File: config.mk
export PLATFORM = sky130hd
export DESIGN_NAME = apb_requester_flat
export DESIGN_NICKNAME = d
export VERILOG_FILES = /design/src/rtl/apb_requester_if.sv /design/src/rtl/apb_requester.sv /design/src/flat_wrapper.sv
export SDC_FILE = /design/constraint.sdc
export NUM_CORES = 1
export LEC_CHECK = 0
export ABC_AREA = 1
export CAP_MARGIN = 15
export CORE_MARGIN = 5
export CORE_UTILIZATION = 36
export CTS_CLUSTER_SIZE = 25
export DETAILED_ROUTE_END_ITERATION = 8
export PLACE_DENSITY = 0.85
export SLEW_MARGIN = 20
export SYNTH_ARGS = -nofsm -noshare
export SYNTH_HDL_FRONTEND = slang
export SYNTH_SLANG_ARGS = --single-unit
export TNS_END_PERCENT = 20
File: constraint.sdc
create_clock -name pclk -period 1.1 [get_ports pclk]
set_input_delay 0.11 -clock pclk [delete_from_list [all_inputs] [get_ports pclk]]
set_output_delay 0.11 -clock pclk [all_outputs]
set_load 0.02 [all_outputs]
File: src/rtl/apb_requester_if.sv
// Command, response and APB bus signals of the APB requester.
// The master modport is the requester's view; the slave modport is the environment's view.
interface apb_requester_if #(
  parameter int unsigned ADDR_WIDTH = 3,
  parameter int unsigned DATA_WIDTH = 8
) ();
  localparam int unsigned STRB_WIDTH = DATA_WIDTH / 8;

  // Command channel
  logic                  cmd_valid;
  logic                  cmd_ready;
  logic                  cmd_write;
  logic [ADDR_WIDTH-1:0] cmd_addr;
  logic [DATA_WIDTH-1:0] cmd_wdata;
  logic [STRB_WIDTH-1:0] cmd_strb;
  logic [2:0]            cmd_prot;

  // Response channel
  logic                  rsp_valid;
  logic                  rsp_ready;
  logic [DATA_WIDTH-1:0] rsp_rdata;
  logic                  rsp_err;

  // APB bus
  logic [ADDR_WIDTH-1:0] paddr;
  logic [2:0]            pprot;
  logic                  psel;
  logic                  penable;
  logic                  pwrite;
  logic [DATA_WIDTH-1:0] pwdata;
  logic [STRB_WIDTH-1:0] pstrb;
  logic                  pready;
  logic [DATA_WIDTH-1:0] prdata;
  logic                  pslverr;

  modport master (
    input  cmd_valid, cmd_write, cmd_addr, cmd_wdata, cmd_strb, cmd_prot,
    output cmd_ready,
    output rsp_valid, rsp_rdata, rsp_err,
    input  rsp_ready,
    output paddr, pprot, psel, penable, pwrite, pwdata, pstrb,
    input  pready, prdata, pslverr
  );

  modport slave (
    output cmd_valid, cmd_write, cmd_addr, cmd_wdata, cmd_strb, cmd_prot,
    input  cmd_ready,
    input  rsp_valid, rsp_rdata, rsp_err,
    output rsp_ready,
    input  paddr, pprot, psel, penable, pwrite, pwdata, pstrb,
    output pready, prdata, pslverr
  );
endinterface

File: src/rtl/apb_requester.sv
// Single-outstanding APB requester: turns one command into one SETUP/ACCESS transfer
// and returns one response. All outputs are registered except cmd_ready.
module apb_requester #(
  parameter int unsigned ADDR_WIDTH = 3,
  parameter int unsigned DATA_WIDTH = 8
) (
  input  logic            pclk,
  input  logic            presetn,
  apb_requester_if.master bus
);
  localparam int unsigned STRB_WIDTH = DATA_WIDTH / 8;

  typedef enum logic [1:0] {StIdle, StSetup, StAccess} state_e;

  state_e state_q, state_d;

  logic [ADDR_WIDTH-1:0] paddr_q, paddr_d;
  logic [2:0]            pprot_q, pprot_d;
  logic                  pwrite_q, pwrite_d;
  logic [DATA_WIDTH-1:0] pwdata_q, pwdata_d;
  logic [STRB_WIDTH-1:0] pstrb_q, pstrb_d;
  logic                  psel_q, psel_d;
  logic                  penable_q, penable_d;
  logic                  rsp_valid_q, rsp_valid_d;
  logic [DATA_WIDTH-1:0] rsp_rdata_q, rsp_rdata_d;
  logic                  rsp_err_q, rsp_err_d;

  logic cmd_ready;
  logic cmd_accept;

  // A new command may enter only when the previous response is gone or leaving this edge.
  assign cmd_ready  = (state_q == StIdle) && (!rsp_valid_q || bus.rsp_ready);
  assign cmd_accept = bus.cmd_valid && cmd_ready;

  // State and registered outputs
  always_ff @(posedge pclk or negedge presetn) begin
    if (!presetn) begin
      state_q     <= StIdle;
      paddr_q     <= '0;
      pprot_q     <= '0;
      pwrite_q    <= 1'b0;
      pwdata_q    <= '0;
      pstrb_q     <= '0;
      psel_q      <= 1'b0;
      penable_q   <= 1'b0;
      rsp_valid_q <= 1'b0;
      rsp_rdata_q <= '0;
      rsp_err_q   <= 1'b0;
    end else begin
      state_q     <= state_d;
      paddr_q     <= paddr_d;
      pprot_q     <= pprot_d;
      pwrite_q    <= pwrite_d;
      pwdata_q    <= pwdata_d;
      pstrb_q     <= pstrb_d;
      psel_q      <= psel_d;
      penable_q   <= penable_d;
      rsp_valid_q <= rsp_valid_d;
      rsp_rdata_q <= rsp_rdata_d;
      rsp_err_q   <= rsp_err_d;
    end
  end

  // Next-state logic
  always_comb begin
    state_d = state_q;
    unique case (state_q)
      StIdle:   if (cmd_accept) state_d = StSetup;
      StSetup:  state_d = StAccess;
      StAccess: if (bus.pready) state_d = StIdle;
      default:  state_d = StIdle;
    endcase
  end

  // Output next-values
  always_comb begin
    paddr_d     = paddr_q;
    pprot_d     = pprot_q;
    pwrite_d    = pwrite_q;
    pwdata_d    = pwdata_q;
    pstrb_d     = pstrb_q;
    psel_d      = psel_q;
    penable_d   = penable_q;
    rsp_valid_d = rsp_valid_q;
    rsp_rdata_d = rsp_rdata_q;
    rsp_err_d   = rsp_err_q;

    if (rsp_valid_q && bus.rsp_ready) begin
      rsp_valid_d = 1'b0;
    end

    unique case (state_q)
      StIdle: begin
        if (cmd_accept) begin
          paddr_d   = bus.cmd_addr;
          pprot_d   = bus.cmd_prot;
          pwrite_d  = bus.cmd_write;
          // Reads drive no write data or strobes on the bus.
          pwdata_d  = bus.cmd_write ? bus.cmd_wdata : '0;
          pstrb_d   = bus.cmd_write ? bus.cmd_strb : '0;
          psel_d    = 1'b1;
          penable_d = 1'b0;
        end
      end
      StSetup: begin
        penable_d = 1'b1;
      end
      StAccess: begin
        if (bus.pready) begin
          psel_d      = 1'b0;
          penable_d   = 1'b0;
          rsp_valid_d = 1'b1;
          rsp_err_d   = bus.pslverr;
          rsp_rdata_d = pwrite_q ? '0 : bus.prdata;
        end
      end
      default: begin
        psel_d    = 1'b0;
        penable_d = 1'b0;
      end
    endcase
  end

  assign bus.cmd_ready = cmd_ready;
  assign bus.rsp_valid = rsp_valid_q;
  assign bus.rsp_rdata = rsp_rdata_q;
  assign bus.rsp_err   = rsp_err_q;
  assign bus.paddr     = paddr_q;
  assign bus.pprot     = pprot_q;
  assign bus.psel      = psel_q;
  assign bus.penable   = penable_q;
  assign bus.pwrite    = pwrite_q;
  assign bus.pwdata    = pwdata_q;
  assign bus.pstrb     = pstrb_q;

endmodule

File: src/flat_wrapper.sv
// flat-port wrapper written by rule: the top's interface ports become plain ports
module apb_requester_flat 
#(
  parameter int unsigned ADDR_WIDTH = 3,
  parameter int unsigned DATA_WIDTH = 8
)
  (pclk, presetn, bus_cmd_valid, bus_cmd_write, bus_cmd_addr, bus_cmd_wdata, bus_cmd_strb, bus_cmd_prot, bus_cmd_ready, bus_rsp_valid, bus_rsp_rdata, bus_rsp_err, bus_rsp_ready, bus_paddr, bus_pprot, bus_psel, bus_penable, bus_pwrite, bus_pwdata, bus_pstrb, bus_pready, bus_prdata, bus_pslverr);
  apb_requester_if #(.ADDR_WIDTH(ADDR_WIDTH), .DATA_WIDTH(DATA_WIDTH)) bus_i ();
  input  logic pclk;
  input  logic presetn;
  input wire logic [$bits(bus_i.cmd_valid)-1:0] bus_cmd_valid;
  input wire logic [$bits(bus_i.cmd_write)-1:0] bus_cmd_write;
  input wire logic [$bits(bus_i.cmd_addr)-1:0] bus_cmd_addr;
  input wire logic [$bits(bus_i.cmd_wdata)-1:0] bus_cmd_wdata;
  input wire logic [$bits(bus_i.cmd_strb)-1:0] bus_cmd_strb;
  input wire logic [$bits(bus_i.cmd_prot)-1:0] bus_cmd_prot;
  output wire logic [$bits(bus_i.cmd_ready)-1:0] bus_cmd_ready;
  output wire logic [$bits(bus_i.rsp_valid)-1:0] bus_rsp_valid;
  output wire logic [$bits(bus_i.rsp_rdata)-1:0] bus_rsp_rdata;
  output wire logic [$bits(bus_i.rsp_err)-1:0] bus_rsp_err;
  input wire logic [$bits(bus_i.rsp_ready)-1:0] bus_rsp_ready;
  output wire logic [$bits(bus_i.paddr)-1:0] bus_paddr;
  output wire logic [$bits(bus_i.pprot)-1:0] bus_pprot;
  output wire logic [$bits(bus_i.psel)-1:0] bus_psel;
  output wire logic [$bits(bus_i.penable)-1:0] bus_penable;
  output wire logic [$bits(bus_i.pwrite)-1:0] bus_pwrite;
  output wire logic [$bits(bus_i.pwdata)-1:0] bus_pwdata;
  output wire logic [$bits(bus_i.pstrb)-1:0] bus_pstrb;
  input wire logic [$bits(bus_i.pready)-1:0] bus_pready;
  input wire logic [$bits(bus_i.prdata)-1:0] bus_prdata;
  input wire logic [$bits(bus_i.pslverr)-1:0] bus_pslverr;
  assign bus_i.cmd_valid = bus_cmd_valid;
  assign bus_i.cmd_write = bus_cmd_write;
  assign bus_i.cmd_addr = bus_cmd_addr;
  assign bus_i.cmd_wdata = bus_cmd_wdata;
  assign bus_i.cmd_strb = bus_cmd_strb;
  assign bus_i.cmd_prot = bus_cmd_prot;
  assign bus_cmd_ready = bus_i.cmd_ready;
  assign bus_rsp_valid = bus_i.rsp_valid;
  assign bus_rsp_rdata = bus_i.rsp_rdata;
  assign bus_rsp_err = bus_i.rsp_err;
  assign bus_i.rsp_ready = bus_rsp_ready;
  assign bus_paddr = bus_i.paddr;
  assign bus_pprot = bus_i.pprot;
  assign bus_psel = bus_i.psel;
  assign bus_penable = bus_i.penable;
  assign bus_pwrite = bus_i.pwrite;
  assign bus_pwdata = bus_i.pwdata;
  assign bus_pstrb = bus_i.pstrb;
  assign bus_i.pready = bus_pready;
  assign bus_i.prdata = bus_prdata;
  assign bus_i.pslverr = bus_pslverr;
  apb_requester #(.ADDR_WIDTH(ADDR_WIDTH), .DATA_WIDTH(DATA_WIDTH)) u_core (.pclk(pclk), .presetn(presetn), .bus(bus_i));
endmodule
==> results.md <==
- Gr ovfl total: 0
- Max-slew violation count: 0
- Sw frac: 0.429
- DR WL/cell: between 10 and 15 µm
- Vias in the first global route: between 1000 and 1500
- Crit path buf inv count: 1
- Port Buffers: just under 60
- Internal power: about 0.0028 W
- Finished Cell Area: between 1500 and 2000 µm²
- HP Class: input port to asynchronous set/reset pin
- Critical Path Source Type: flop
- Synth top area share: 0.571
- Row count: 21
- Top cell type by total area after synthesis: dfrtp_1
- Fin crit share: 1.11
- Status: finished, violations left
- Layout cells sized above 1: 0.248
- Arrival @ worst endpoint: around 1.1 ns
- Num CTS Buffers: 5
- GRT Total Usage: 0.147
- Layout Cells excl Fill: between 200 and 300
- Yosys reg bits: 29
- Die height: slightly below 70 µm
- DRC: 0
- Power density over the cells: between 2000 and 2500 nW/µm²
- Max-Cap Viols: 0
- Antenna violations before repair: 0
- Yosys cell types: 18
- Crit. End Element: primary output
- RSZ-0062 raised after global routing: true
- Gp weighted congestion: around 0.73
- Mapped Area: around 1300 µm²
- Clock group share of total power: 0.121
- Net Sw Power: roughly 0.0021 W
- Final net count: 243
- Sequential share of the synthesized area: 0.571
- Final hold viol count: 0
- Most common cell after layout, fill and taps aside: nand2_1
- CP required: a little under 1 ns
- Setup WS post-layout: -0.124 ns
- Pin count of the biggest net entering global routing: 30
- CP cell instances: nor2_4 > and2_4 > buf_6
- Hold_ws: 0.150 ns
- CTS Buffer Depth: 2
- Worst-skew pair later-pin latency: 0.31 ns
- CTS tree: built
- Lkg Pwr: 1.06 nW
- Syn_area_per_cell: between 8 and 9 µm²
- Root buf cell: clkbuf_4
- Die extent in x: 69.4 µm
- CP max stage delay: 0.41 ns
- Min Tclk post-route: between 1 and 1.5 ns
- Area Overhead vs Synth: 53.8%
- Failing checks: setup timing
- Final setup vio count: 19
- FF-to-FF setup slack: -0.10 ns
- Sequential Power Share: 0.362
- Clock Skew: 0.00540 ns
- Synthesized instance count: between 100 and 150
- Reg clk slew, reported paths: ~0.090 ns
- Max IR drop VDD: roughly 1.3 mV
- Ys Warns: 0
- DR pass1 iterations: 4
- Setup CP Type: flop to primary output
- Largest cells by area after synthesis: dfrtp_1 (57%), nand2_1 (17%), nand4_1 (7.9%), inv_1 (4.4%), o21ai_0 (3.5%)
- FMAX: around 0.8 GHz
- Htree depth: 2
- HPWL Detailed: 2.36 mm
- I/O pins: 59
- Remaining antenna violation count after routing: 0
- Hold buffer count at CTS: 0
- Setup TNS: -1.39 ns
- Placement Cell Area: 1990 µm²
- Die Footprint: between 4000 and 5000 µm²
- Vias: around 1200
- Cells after DPL: approximately 250
- First-pass GRT wire length: approximately 5.6 mm
- Combinational group share of total power: 0.517
- Slew HR: 0.813
- WL final: ~3.3 mm
- CP max FO: 2
- Core ar.: ~3400 µm²
- Top delay family on crit path: flip-flops
- Critical Path Slowest Stage Cell: dfrtp_1
- Clock sink count: 29
- Syn Nets: about 170
- Drt via density: 4.59
- Most frequent cells in the layout: nand2_1 (59), clkdlybuf4s50_1 (29), dfrtp_1 (28)
- Drt initial violations: 34
- Starting Density: 0.378
- Least-Margin Pin Slew: approximately 0.28 ns
- N_diodes: 0
final timing paths:
path / start / cells after the start / endpoint
worst max-delay path: u_core.state_q[0] / 3 / bus_cmd_ready
worst min-delay path: presetn / 2 / u_core.bus.pwdata[7]
worst max register to register: u_core.state_q[0] / 5 / u_core.bus.paddr[2]
worst min register to register: u_core.bus.pwdata[6] / 2 / u_core.bus.pwdata[6]
max in group asynchronous: presetn / 2 / u_core.bus.penable
min in group pclk: bus_pslverr / 3 / u_core.bus.rsp_err
synth_stat cells, drive strengths merged:
master   n
a21oi    1
and2     1
buf      5
clkbuf   2
dfrtp   29
inv     15
nand2   60
nand3    2
nand4   16
nor2     2
o21a     1
o21ai    9
kinds of logic (layout without fill, tap and decap cells):
group / count (synthesis) / in the layout / synth area share
flops: 29 / 29 / 0.571
buf+inv: 22 / 92 / 0.0778
compound gates: 11 / 11 / 0.0542
simple gates: 81 / 82 / 0.297
per-stage QoR:
stage	setup slack (ns)	util	power [W]
after global placement	-0.371	0.591	0.00447
after floorplan	-0.0659	-	0.00315
after detailed placement	-0.390	0.591	0.00453
after global routing	-0.193	0.581	0.00519
final	-0.124	0.581	0.00482
after CTS	-0.143	0.621	0.00509
area by class of cell:
| type | instances | area (µm²) |
|---|---|---|
| fillers | 337 | 1410 |
| well taps | 46 | 57.6 |
| inverters | 15 | 56.3 |
| repair buffers | 69 | 598 |
| clock buffers | 8 | 48.8 |
| flip-flops and latches | 29 | 727 |
| multi-input cells | 93 | 465 |
layer usage:
layer,GRT usage,wire length (µm)
met2,0.242,1640
met5,0,0
met1,0.181,1440
met4,0.0390,15
met3,0.0536,214
registers in the layout, summed over array words and instances, names as in the netlist:
register              flops
u_core.bus.rsp_valid      1
u_core.bus.pstrb          1
u_core.bus.psel           1
u_core.bus.paddr          3
u_core.bus.pwdata         8
u_core.bus.pprot          3
u_core.bus.penable        1
u_core.bus.rsp_rdata      8
u_core.bus.rsp_err        1
u_core.bus.pwrite         1
u_core.state_q            1
worst register-to-register path: cells and delay by family (launching register included):
kind	cells	cell delay [ns]
DFF	1	0.41
buffers and inverters	1	0.21
and+or+nand+nor	4	0.48
repair_timing:
item	in CTS	in global routing
setup endpoints to repair	51	52
cloned	1	0
resized for setup	97	28
buffers inserted	0	0
power by group through the flow:
stage | sequential [W] | combinational [W] | clock [W]
floorplan | 0.00230 | 0.000855 | 0
global placement | 0.00177 | 0.00270 | 0
detailed placement | 0.00177 | 0.00277 | 0
CTS | 0.00177 | 0.00271 | 0.000607
global route | 0.00181 | 0.00273 | 0.000657
finish | 0.00175 | 0.00249 | 0.000584
No activity file was read; power rests on OpenSTA's default activity.
